**src/rtl/piradspi_subordinate.sv**
```systemverilog
`default_nettype none
// ============================================================================
// piradspi_subordinate: SPI responder endpoint, oversampled in the aclk domain,
// AXI-stream RX/TX with sticky overrun/underrun/partial-word flags.
// Revision: 1.0
// ============================================================================
module piradspi_subordinate #(
   parameter int          DATA_WIDTH  = 32,
   parameter int          SYNC_STAGES = 2,
   parameter logic [31:0] FILL_WORD   = 32'hFFFF_FFFF
) (
   input  logic                  aclk,
   input  logic                  aresetn,
   input  logic                  cpol,
   input  logic                  cpha,
   input  logic                  spi_sclk,
   input  logic                  spi_csn,
   input  logic                  spi_mosi,
   output logic                  spi_miso,
   output logic                  spi_miso_oe,
   input  logic [DATA_WIDTH-1:0] axis_tx_tdata,
   input  logic                  axis_tx_tvalid,
   output logic                  axis_tx_tready,
   output logic [DATA_WIDTH-1:0] axis_rx_tdata,
   output logic                  axis_rx_tvalid,
   input  logic                  axis_rx_tready,
   output logic                  frame_end,
   output logic                  busy,
   output logic                  err_overrun,
   output logic                  err_underrun,
   output logic                  err_partial,
   input  logic                  clr_status
);

   localparam int                     CW       = $clog2(DATA_WIDTH + 1);
   localparam logic [CW-1:0]          LAST_BIT = CW'(DATA_WIDTH - 1);
   localparam logic [DATA_WIDTH-1:0]  FILL     = FILL_WORD[DATA_WIDTH-1:0];

   typedef enum logic [0:0] {
      IDLE   = 1'b0,
      ACTIVE = 1'b1
   } state_t;

   state_t                state_q, state_d;
   logic [2:0]            sync_q [SYNC_STAGES];
   logic                  sclk_prev_q, csn_prev_q;
   logic                  cpol_q, cpol_d, cpha_q, cpha_d;
   logic [CW-1:0]         bit_cnt_q, bit_cnt_d;
   logic [DATA_WIDTH-2:0] rx_shift_q, rx_shift_d;
   logic [DATA_WIDTH-1:0] tx_shift_q, tx_shift_d;
   logic [DATA_WIDTH-1:0] rx_data_q, rx_data_d;
   logic                  rx_valid_q, rx_valid_d;
   logic                  skip_q, skip_d;
   logic                  frame_end_q, frame_end_d;
   logic                  err_ovr_q, err_ovr_d, err_und_q, err_und_d, err_par_q, err_par_d;

   logic                  sclk_s, csn_s, mosi_s;
   logic                  lead_edge, trail_edge, sample_edge, shift_edge;
   logic                  csn_fall, csn_rise;
   logic                  tx_load, word_done, set_ovr, set_und, set_par;
   logic [DATA_WIDTH-1:0] new_word;

   assign {mosi_s, csn_s, sclk_s} = sync_q[SYNC_STAGES-1];

   // Edge polarity is relative to the mode captured at CSN fall.
   assign lead_edge   = (sclk_s != sclk_prev_q) && (sclk_s != cpol_q);
   assign trail_edge  = (sclk_s != sclk_prev_q) && (sclk_s == cpol_q);
   assign sample_edge = cpha_q ? trail_edge : lead_edge;
   assign shift_edge  = cpha_q ? lead_edge  : trail_edge;
   assign csn_fall    = csn_prev_q & ~csn_s;
   assign csn_rise    = ~csn_prev_q & csn_s;
   assign new_word    = {rx_shift_q, mosi_s};

   always_ff @(posedge aclk or negedge aresetn) begin
      if (!aresetn) begin
         for (int i = 0; i < SYNC_STAGES; i++) sync_q[i] <= 3'b010;
         sclk_prev_q <= 1'b0;
         csn_prev_q  <= 1'b1;
         state_q     <= IDLE;
         cpol_q      <= 1'b0;
         cpha_q      <= 1'b0;
         bit_cnt_q   <= '0;
         rx_shift_q  <= '0;
         tx_shift_q  <= '0;
         rx_data_q   <= '0;
         rx_valid_q  <= 1'b0;
         skip_q      <= 1'b0;
         frame_end_q <= 1'b0;
         err_ovr_q   <= 1'b0;
         err_und_q   <= 1'b0;
         err_par_q   <= 1'b0;
      end else begin
         sync_q[0] <= {spi_mosi, spi_csn, spi_sclk};
         for (int i = 1; i < SYNC_STAGES; i++) sync_q[i] <= sync_q[i-1];
         sclk_prev_q <= sclk_s;
         csn_prev_q  <= csn_s;
         state_q     <= state_d;
         cpol_q      <= cpol_d;
         cpha_q      <= cpha_d;
         bit_cnt_q   <= bit_cnt_d;
         rx_shift_q  <= rx_shift_d;
         tx_shift_q  <= tx_shift_d;
         rx_data_q   <= rx_data_d;
         rx_valid_q  <= rx_valid_d;
         skip_q      <= skip_d;
         frame_end_q <= frame_end_d;
         err_ovr_q   <= err_ovr_d;
         err_und_q   <= err_und_d;
         err_par_q   <= err_par_d;
      end
   end

   always_comb begin
      state_d     = state_q;
      cpol_d      = cpol_q;
      cpha_d      = cpha_q;
      bit_cnt_d   = bit_cnt_q;
      rx_shift_d  = rx_shift_q;
      tx_shift_d  = tx_shift_q;
      rx_data_d   = rx_data_q;
      rx_valid_d  = rx_valid_q;
      skip_d      = skip_q;
      frame_end_d = 1'b0;
      tx_load     = 1'b0;
      word_done   = 1'b0;
      set_ovr     = 1'b0;
      set_und     = 1'b0;
      set_par     = 1'b0;

      if (rx_valid_q && axis_rx_tready) rx_valid_d = 1'b0;

      case (state_q)
         IDLE: begin
            if (csn_fall) begin
               cpol_d    = cpol;
               cpha_d    = cpha;
               bit_cnt_d = '0;
               tx_load   = 1'b1;
               // CPHA=1: the first leading edge re-presents the MSB already on MISO.
               skip_d    = cpha;
               state_d   = ACTIVE;
            end
         end
         ACTIVE: begin
            if (csn_rise) begin
               state_d     = IDLE;
               frame_end_d = 1'b1;
               tx_shift_d  = '0;
               skip_d      = 1'b0;
               bit_cnt_d   = '0;
               set_par     = (bit_cnt_q != '0);
            end else begin
               if (sample_edge) begin
                  rx_shift_d = new_word[DATA_WIDTH-2:0];
                  if (bit_cnt_q == LAST_BIT) begin
                     bit_cnt_d = '0;
                     word_done = 1'b1;
                     tx_load   = 1'b1;
                     // The new MSB is already on MISO; the next shift edge must hold it.
                     skip_d    = 1'b1;
                  end else begin
                     bit_cnt_d = bit_cnt_q + CW'(1);
                  end
               end
               if (shift_edge) begin
                  if (skip_q) skip_d = 1'b0;
                  else        tx_shift_d = {tx_shift_q[DATA_WIDTH-2:0], 1'b0};
               end
            end
         end
         default: state_d = IDLE;
      endcase

      if (word_done) begin
         if (!rx_valid_q || axis_rx_tready) begin
            rx_data_d  = new_word;
            rx_valid_d = 1'b1;
         end else begin
            set_ovr = 1'b1;
         end
      end

      if (tx_load) begin
         if (axis_tx_tvalid) begin
            tx_shift_d = axis_tx_tdata;
         end else begin
            tx_shift_d = FILL;
            set_und    = 1'b1;
         end
      end

      err_ovr_d = set_ovr | (err_ovr_q & ~clr_status);
      err_und_d = set_und | (err_und_q & ~clr_status);
      err_par_d = set_par | (err_par_q & ~clr_status);
   end

   assign axis_tx_tready = tx_load & axis_tx_tvalid;
   assign spi_miso       = tx_shift_q[DATA_WIDTH-1];
   assign spi_miso_oe    = (state_q == ACTIVE);
   assign busy           = (state_q == ACTIVE);
   assign axis_rx_tdata  = rx_data_q;
   assign axis_rx_tvalid = rx_valid_q;
   assign frame_end      = frame_end_q;
   assign err_overrun    = err_ovr_q;
   assign err_underrun   = err_und_q;
   assign err_partial    = err_par_q;

endmodule
`default_nettype wire

```
**config.mk**
```make
export PLATFORM = sky130hd
export DESIGN_NAME = piradspi_subordinate
export DESIGN_NICKNAME = d
export VERILOG_FILES = /design/src/rtl/piradspi_subordinate.sv
export SDC_FILE = /design/constraint.sdc
export NUM_CORES = 1
export LEC_CHECK = 0
export ABC_AREA = 1
export ABC_CLOCK_PERIOD_IN_PS = 4400
export CAP_MARGIN = 20
export CORE_MARGIN = 2
export CORE_UTILIZATION = 58
export DETAILED_ROUTE_END_ITERATION = 12
export GPL_TIMING_DRIVEN = 0
export PLACE_DENSITY = 0.87
export RECOVER_POWER = 25
export SYNTH_ARGS = -nofsm -noshare
export SYNTH_HDL_FRONTEND = slang
export SYNTH_SLANG_ARGS = --single-unit
```
**constraint.sdc**
```tcl
create_clock -name aclk -period 4.4 [get_ports aclk]
set_input_delay 0.88 -clock aclk [delete_from_list [all_inputs] [get_ports aclk]]
set_output_delay 0.88 -clock aclk [all_outputs]
set_load 0.02 [all_outputs]
```
==> results of run 1 <==
## how the worst max path moves through the flow
stage / start / to / slack (ps)
finish: bit_cnt_q[0]$_DFFE_PN0P_ / axis_tx_tready / 600
CTS: bit_cnt_q[0]$_DFFE_PN0P_ / axis_tx_tready / 600
global placement: aresetn / axis_rx_tdata[26]$_DFFE_PN0P_ / -1960
floorplan: busy$_DFF_PN0_ / axis_tx_tready / 1870
global route: aresetn / tx_shift_q[14]$_DFFE_PN0P_ / 320
detailed placement: axis_tx_tvalid / axis_tx_tready / 1020
## worst max-delay path, delay by kind of cell, from the launching register on
kind	cells	cell delay, ps
buffers and inverters	4	990
AND/OR/NAND/NOR	6	820
flip-flops	1	390
adder cells (fa/ha/maj)	1	210
## sequential cells by signal, summed over array words and instances (netlist names), 3 cells and up
register and cells:
tx_shift_q 32, axis_rx_tdata 32, sync_q 3, bit_cnt_q 6, rx_shift_q 31
## cell usage in the layout, fill, tap and decap left out, drive strengths merged, types with 3 or more instances in the layout
cell type / instances
buf: 25
or2: 31
nor2: 42
clkbuf: 32
nand3: 77
o21ai: 72
a21oi: 5
dfstp: 3
dfrtp: 115
clkdlybuf4s50: 78
clkinv: 6
inv: 92
dlygate4sd3: 3
nand2: 215
## per-layer routing
layer	track usage, %	vias up
met1	35.5	2435
li1	-	2347
met3	7.59	46
met5	0	-
met4	12.8	0
met2	50.1	184
## final cells by class
class,count,area (um2),area share (%)
plain buffers,37,201,2.84
well taps,129,161,2.28
repair buffers,83,820,11.6
inverters,87,329,4.64
multi-input cells,451,2050,28.9
flip-flops and latches,118,2960,41.7
clock inverters,14,140,1.98
clock buffers,18,428,6.04
## per-stage QoR
step | hold WS (ps) | instance area [um2]
2_1_floorplan | 331 | 5540
3_3_place_gp | 333 | 6520
3_5_place_dp | 335 | 6550
4_1_cts | 205 | 7120
5_1_grt | 354 | 7090
6_report | 349 | 7090
## power groups by stage
stage / clock network, uW / registers, uW / logic [uW]
finish: 1320 / 1320 / 562
floorplan: 0 / 1320 / 383
CTS: 1330 / 1310 / 564
detailed placement: 0 / 1330 / 549
global placement: 0 / 1320 / 521
global route: 1380 / 1330 / 645
## cells by family (layout without fill, tap and decap cells)
kind of cell               after synthesis  in the layout
adders and majority gates                2              2
xor gates and xnor gates                 1              1
buffers and inverters                  124            239
AOI/OAI and AO/OA                       82             82
DFF                                    118            118
and+or+nand+nor                        366            366
==> summary.txt, run 1 <==
Congestion Overflow GR: 0
Seq/Total Area, Yosys: 53.4%
CP Capture Type: output pin
Die Area: 0.0103 mm2
Final hold vios: 0
Gpl congestion: 0.842
WP data required: 3520 ps
Skew final: 14.0 ps
CP Cell Sequence: ha_1 > nand3_1 > nor2_1 > nand2_1 > clkinv_1 > nand3_4 > nand2_4 > inv_4 > buf_4 > nor2_1 > clkdlybuf4s50_1
Unrepaired setup endpoints after global routing: false
Compound-Gate Fraction of Synth Area: 7.80%
# diodes: 0
Crit path kind: flop to output pin
Slowest CP cell: clkdlybuf4s50_1
Post-DP HPWL: 8890 um
Drt via density: 5.35
DRT antenna net count: 0
Pre-CTS WS: 1020 ps
Top Layer Used: met4
CP Max Fanout: 10
Final period util: 86.3%
DRT iter0 DRCs: 388
Startpoint Class: flop
Setup bufs post-CTS: 0
Main synth FF type: dfrtp_1
Tightest Hold Check Type: flop to flop
H-tree Lvls: 4
CP most frequent cell: nor2_1
Leak Pwr: 0.00338 uW
Wire length on met1: 5530 um
Avg Cell Area, Syn: 7.99 um2
Die width: 102 um
Slew Limit Fails: 98
Worst reg-to-reg setup slack: 2380 ps
Hold path depth: 0
Max cap viols: 1
Setup TNS: 0 ps
Tmin final: 3800 ps
Synthesized instance count: 693
Post-synthesis adder-cell area fraction: 0.452%
Area leader, netlist: dfrtp_1
First-pass GRT wire length: 23600 um
Final total power: 3200 uW
Switching pwr: 955 uW
Worst-Skew Late Latency: 520 ps
Netlist cell types: 28
Vias: 5012
DR DRC count: 0
Site Rows: 35
Run status: complete, but fails checks
Synth top area share: 52.0%
DIE HEIGHT: 102 um
Largest net degree at the start of global routing: 98
Hold-fix buffers, CTS: 0
Hold path endpoint: mosi_s$_DFF_PN0_
Yosys Warn Count: 0
Starting Density: 59.9%
Post-synthesis sequential element count: 118
Largest cells by area after synthesis: dfrtp_1 52%, nand2_1 14%, nand3_1 6.9%, inv_1 5.6%, o21ai_0 3.7%
Critical path's largest stage delay: 620 ps
Ys async rst share: 100%
CTS tree: built
Pwr Density: 451 mW/mm2
Core area: 0.00924 mm2
WL/cell: 14.9 um
Min-delay src: sync_q[5]$_DFF_PN0_
Multiplexer area fraction after synthesis: 0%
Part of the power in the clock network: 41.2%
Fin cells: 937
Mapped Area: 0.00554 mm2
Worst setup margin: 603 ps
Synth Area in XOR/XNOR: 0.158%
Initial antenna violation count: 0
GR Util All Layers: 29.5%
Layout overhead on the synthesized area: 28.0%
Largest family of logic cells by synthesized area: simple AND/OR/NAND/NOR gates
Slew headroom: -54.4%
Metal3 WL: 802 um
Nets: 839
Port buffer count: 82
Crit Reg-Reg Startpoint: bit_cnt_q[0]$_DFFE_PN0P_
Final setup viols: 0
Power Internal: 2240 uW
Critical R2R Capture: tx_shift_q[23]$_DFFE_PN0P_
Fmax: 0.263 GHz
WP data arrival: 2920 ps
Share of cells above drive strength 1: 12.6%
Fill cells: 623
Post-synth net total: 737
Synth cell count leaders: 211 x nand2_1, 115 x dfrtp_1, 82 x inv_1
Post-synth EDFFs: 0
Violated checks: capacitance limit, slew limit
Slew @ Worst Pin: 2320 ps
Num CTS Buffers: 17
Post-Route WL: 14000 um
Seq pwr share: 41.3%
Total clock sinks: 118
Sw Share: 29.9%
Root buffer cell: clkbuf_8
Clk buf depth: 2
Logic pwr share: 17.6%
Most frequent cell after synthesis: nand2_1
I/O pins: 83
Initial DRT Pass Iterations: 5
Inst Count DP: 905
Number of global-route vias before repair: 5173
Number of gates resized after CTS: 0
Met2 wire length: 7240 um
Final Core Density: 76.7%
Peak supply drop: 252 uV
Worst reg-to-reg path cell count: 11
CTS clk-pin slew, worst paths: 70 ps
Post-synthesis simple-gate area fraction: 28.6%
Note: power is estimated with default switching activity, not from simulation.
==> run 2: changes to the inputs <==
--- a/config.mk
+++ b/config.mk
@@ -8,7 +8,6 @@
 export ABC_AREA = 1
 export ABC_CLOCK_PERIOD_IN_PS = 4400
 export CAP_MARGIN = 20
-export CORE_MARGIN = 2
 export CORE_UTILIZATION = 58
 export DETAILED_ROUTE_END_ITERATION = 12
 export GPL_TIMING_DRIVEN = 0
==> summary.txt, run 2 (synthesized netlist as in run 1, its figures left out) <==
I/O pins: 83 (unchanged)
Fin Hold WS: 359 ps (+10.1 ps)
Worst Setup EP: axis_tx_tready
WP data required: 3520 ps (about the same)
Slew headroom: -25.6% (+29 points)
Crit Reg-Reg Startpoint: bit_cnt_q[0]$_DFFE_PN0P_
Share of cells above drive strength 1: 12.3% (-0.34 points)
Worst reg-to-reg path cell count: 10 (-1)
Port buffer count: 82 (unchanged)
Die Area: 0.00994 mm2 (-3.9%)
Crit path kind: flop to output pin
Worst Setup SP: bit_cnt_q[0]$_DFFE_PN0P_
Max cap viols: 1 (unchanged)
Run status: complete, but fails checks
Initial DRT Pass Iterations: 5 (unchanged)
Number of global-route vias before repair: 5024 (-2.9%)
Final setup viols: 0 (unchanged)
Layout overhead on the synthesized area: 29.1%
Unrepaired setup endpoints after global routing: false
Worst reg-to-reg setup slack: 2360 ps (-20 ps)
Most common cell after layout, fill and taps aside: nand2_1
Clk buf depth: 2 (unchanged)
# diodes: 0 (unchanged)
Seq pwr share: 39.8% (-1.5 points)
CP Cell Sequence: ha_1 > nand3_1 > nor2_1 > nand2_1 > clkinv_1 > nand3_4 > nand2_4 > inv_4 > buf_4 > nor2_1 > clkdlybuf4s50_1
Post-DP HPWL: 8650 um (-2.7%)
Site Rows: 35 (unchanged)
Peak supply drop: 303 uV (+20%)
Placed cell area: 0.00655 mm2 (unchanged)
DIE HEIGHT: 99.7 um (-2.0%)
Num CTS Buffers: 17 (unchanged)
Drt via density: 5.20 (-2.8%)
Worst-Skew Late Latency: 530 ps (about the same)
Hold-fix buffers, CTS: 0 (unchanged)
Post-Route WL: 13700 um (-2.2%)
Root buffer cell: clkbuf_8
CTS tree: built
Switching pwr: 914 uW (-4.2%)
Largest net degree at the start of global routing: 86 (-12%)
Final hold vios: 0 (unchanged)
Total clock sinks: 118 (unchanged)
Sw Share: 27.6% (-2.3 points)
WL/cell: 14.6 um (-2.0%)
Setup bufs post-CTS: 0 (unchanged)
Fill cells: 611 (-1.9%)
Min-delay src: sync_q[3]$_DFF_PN0_
Leak Pwr: 0.00340 uW (+0.60%)
Slew @ Worst Pin: 1880 ps (-432 ps)
WP data arrival: 3020 ps (+100 ps)
Critical R2R Capture: axis_rx_tdata[0]$_DFFE_PN0P_
DRT iter0 DRCs: 296 (-24%)
Gpl congestion: 0.830 (-1.4%)
CP Max Fanout: 10 (unchanged)
Startpoint Class: flop
DRT antenna net count: 0 (unchanged)
Skew final: 8.11 ps (-5.86 ps)
Starting Density: 59.9% (unchanged)
Logic pwr share: 17.0% (-0.6 points)
Area of the multi-input gates: 0.00205 mm2 (unchanged)
Fmax: 0.256 GHz (-2.7%)
CP Capture Type: output pin
CTS clk-pin slew, worst paths: 60 ps (about the same)
FF+latch area: 0.00296 mm2 (unchanged)
Vias: 4860 (-3.0%)
Core area: 0.00924 mm2 (unchanged)
Initial antenna violation count: 0 (unchanged)
Number of gates resized after CTS: 0 (unchanged)
GR Util All Layers: 30.2% (+0.72 points)
Design area: 0.00715 mm2 (+0.85%)
Tightest Hold Check Type: flop to flop
Slowest CP cell: clkdlybuf4s50_1
Die width: 99.7 um (-2.0%)
First-pass GRT wire length: 23000 um (-2.5%)
DR DRC count: 0 (unchanged)
Nets: 839 (unchanged)
H-tree Lvls: 4 (unchanged)
CP most frequent cell: nor2_1
Power Internal: 2400 uW (+6.9%)
Critical path's largest stage delay: 630 ps (about the same)
Final period util: 88.7% (+2.4 points)
Tmin final: 3900 ps (+106 ps)
Pwr Density: 464 mW/mm2 (+2.7%)
Violated checks: capacitance limit, slew limit
Part of the power in the clock network: 43.2% (+2.0 points)
Slew Limit Fails: 34 (-65%)
Congestion Overflow GR: 0 (unchanged)
Most frequent cells in the layout: 211 x nand2_1, 115 x dfrtp_1, 82 x inv_1
run 2: cell count changes in the layout (fill, tap and decap cells not counted):
cell,change
clkbuf_2,-1
clkinv_4,-3
buf_16,+1
inv_8,-1
inv_6,-3
clkinvlp_4,+1
bufinv_16,+3
clkbuf_1,+1
run 2: area by class of cell:
| type | count | share of cell area [%] |
|---|---|---|
| Clock inverter | 11 | 2.43 |
| Tap cell | 129 | 2.26 |
| Clock buffer | 19 | 6.04 |
| Inverter | 87 | 4.61 |
| Multi-Input combinational cell | 451 | 28.7 |
| Timing Repair Buffer | 83 | 11.8 |
| Sequential cell | 118 | 41.4 |
| Buffer | 37 | 2.82 |
run 2: metal layers:
| metal | track usage, % | up-vias | part of all wire (%) |
|---|---|---|---|
| met3 | 8.78 | 36 | 5.9 |
| met2 | 50.6 | 167 | 51 |
| met1 | 36.4 | 2309 | 41 |
| met4 | 12.9 | 0 | 2.4 |
| li1 | - | 2348 | - |
| met5 | 0 | - | 0 |
run 2: worst min path at each step:
stage / endpoint / depth (start not counted)
6_report: sclk_s$_DFF_PN0_ / 0
5_1_grt: csn_s$_DFF_PN1_ / 0
4_1_cts: rx_shift_q[17]$_DFFE_PN0P_ / 1
3_5_place_dp: csn_s$_DFF_PN1_ / 0
3_3_place_gp: mosi_s$_DFF_PN0_ / 0
2_1_floorplan: mosi_s$_DFF_PN0_ / 0
run 2: through the flow:
step           power (uW)  TNS (ps)  setup WS, ps  cells  util, %
2_1_floorplan        1700         0          1870    693        -
5_1_grt              3470         0           335    935     77.3
6_report             3310         0           497    935     77.3
4_1_cts              3320         0           520    935     77.4
3_3_place_gp         1840   -223570         -1940    904     70.5
3_5_place_dp         1870         0           991    905     70.9
run 2: critical path: cells and delay by family (launching register included):
kind / cells / cell delay (ps)
buf+inv: 4 / 1020
simple gates: 6 / 900
flops: 1 / 380
fa+ha+maj: 1 / 210
run 2: power by group through the flow:
stage	sequential [uW]	clock (uW)	combinational (uW)
4_1_cts	1320	1440	566
3_5_place_dp	1330	0	546
3_3_place_gp	1320	0	520
6_report	1320	1430	564
2_1_floorplan	1320	0	383
5_1_grt	1330	1490	645
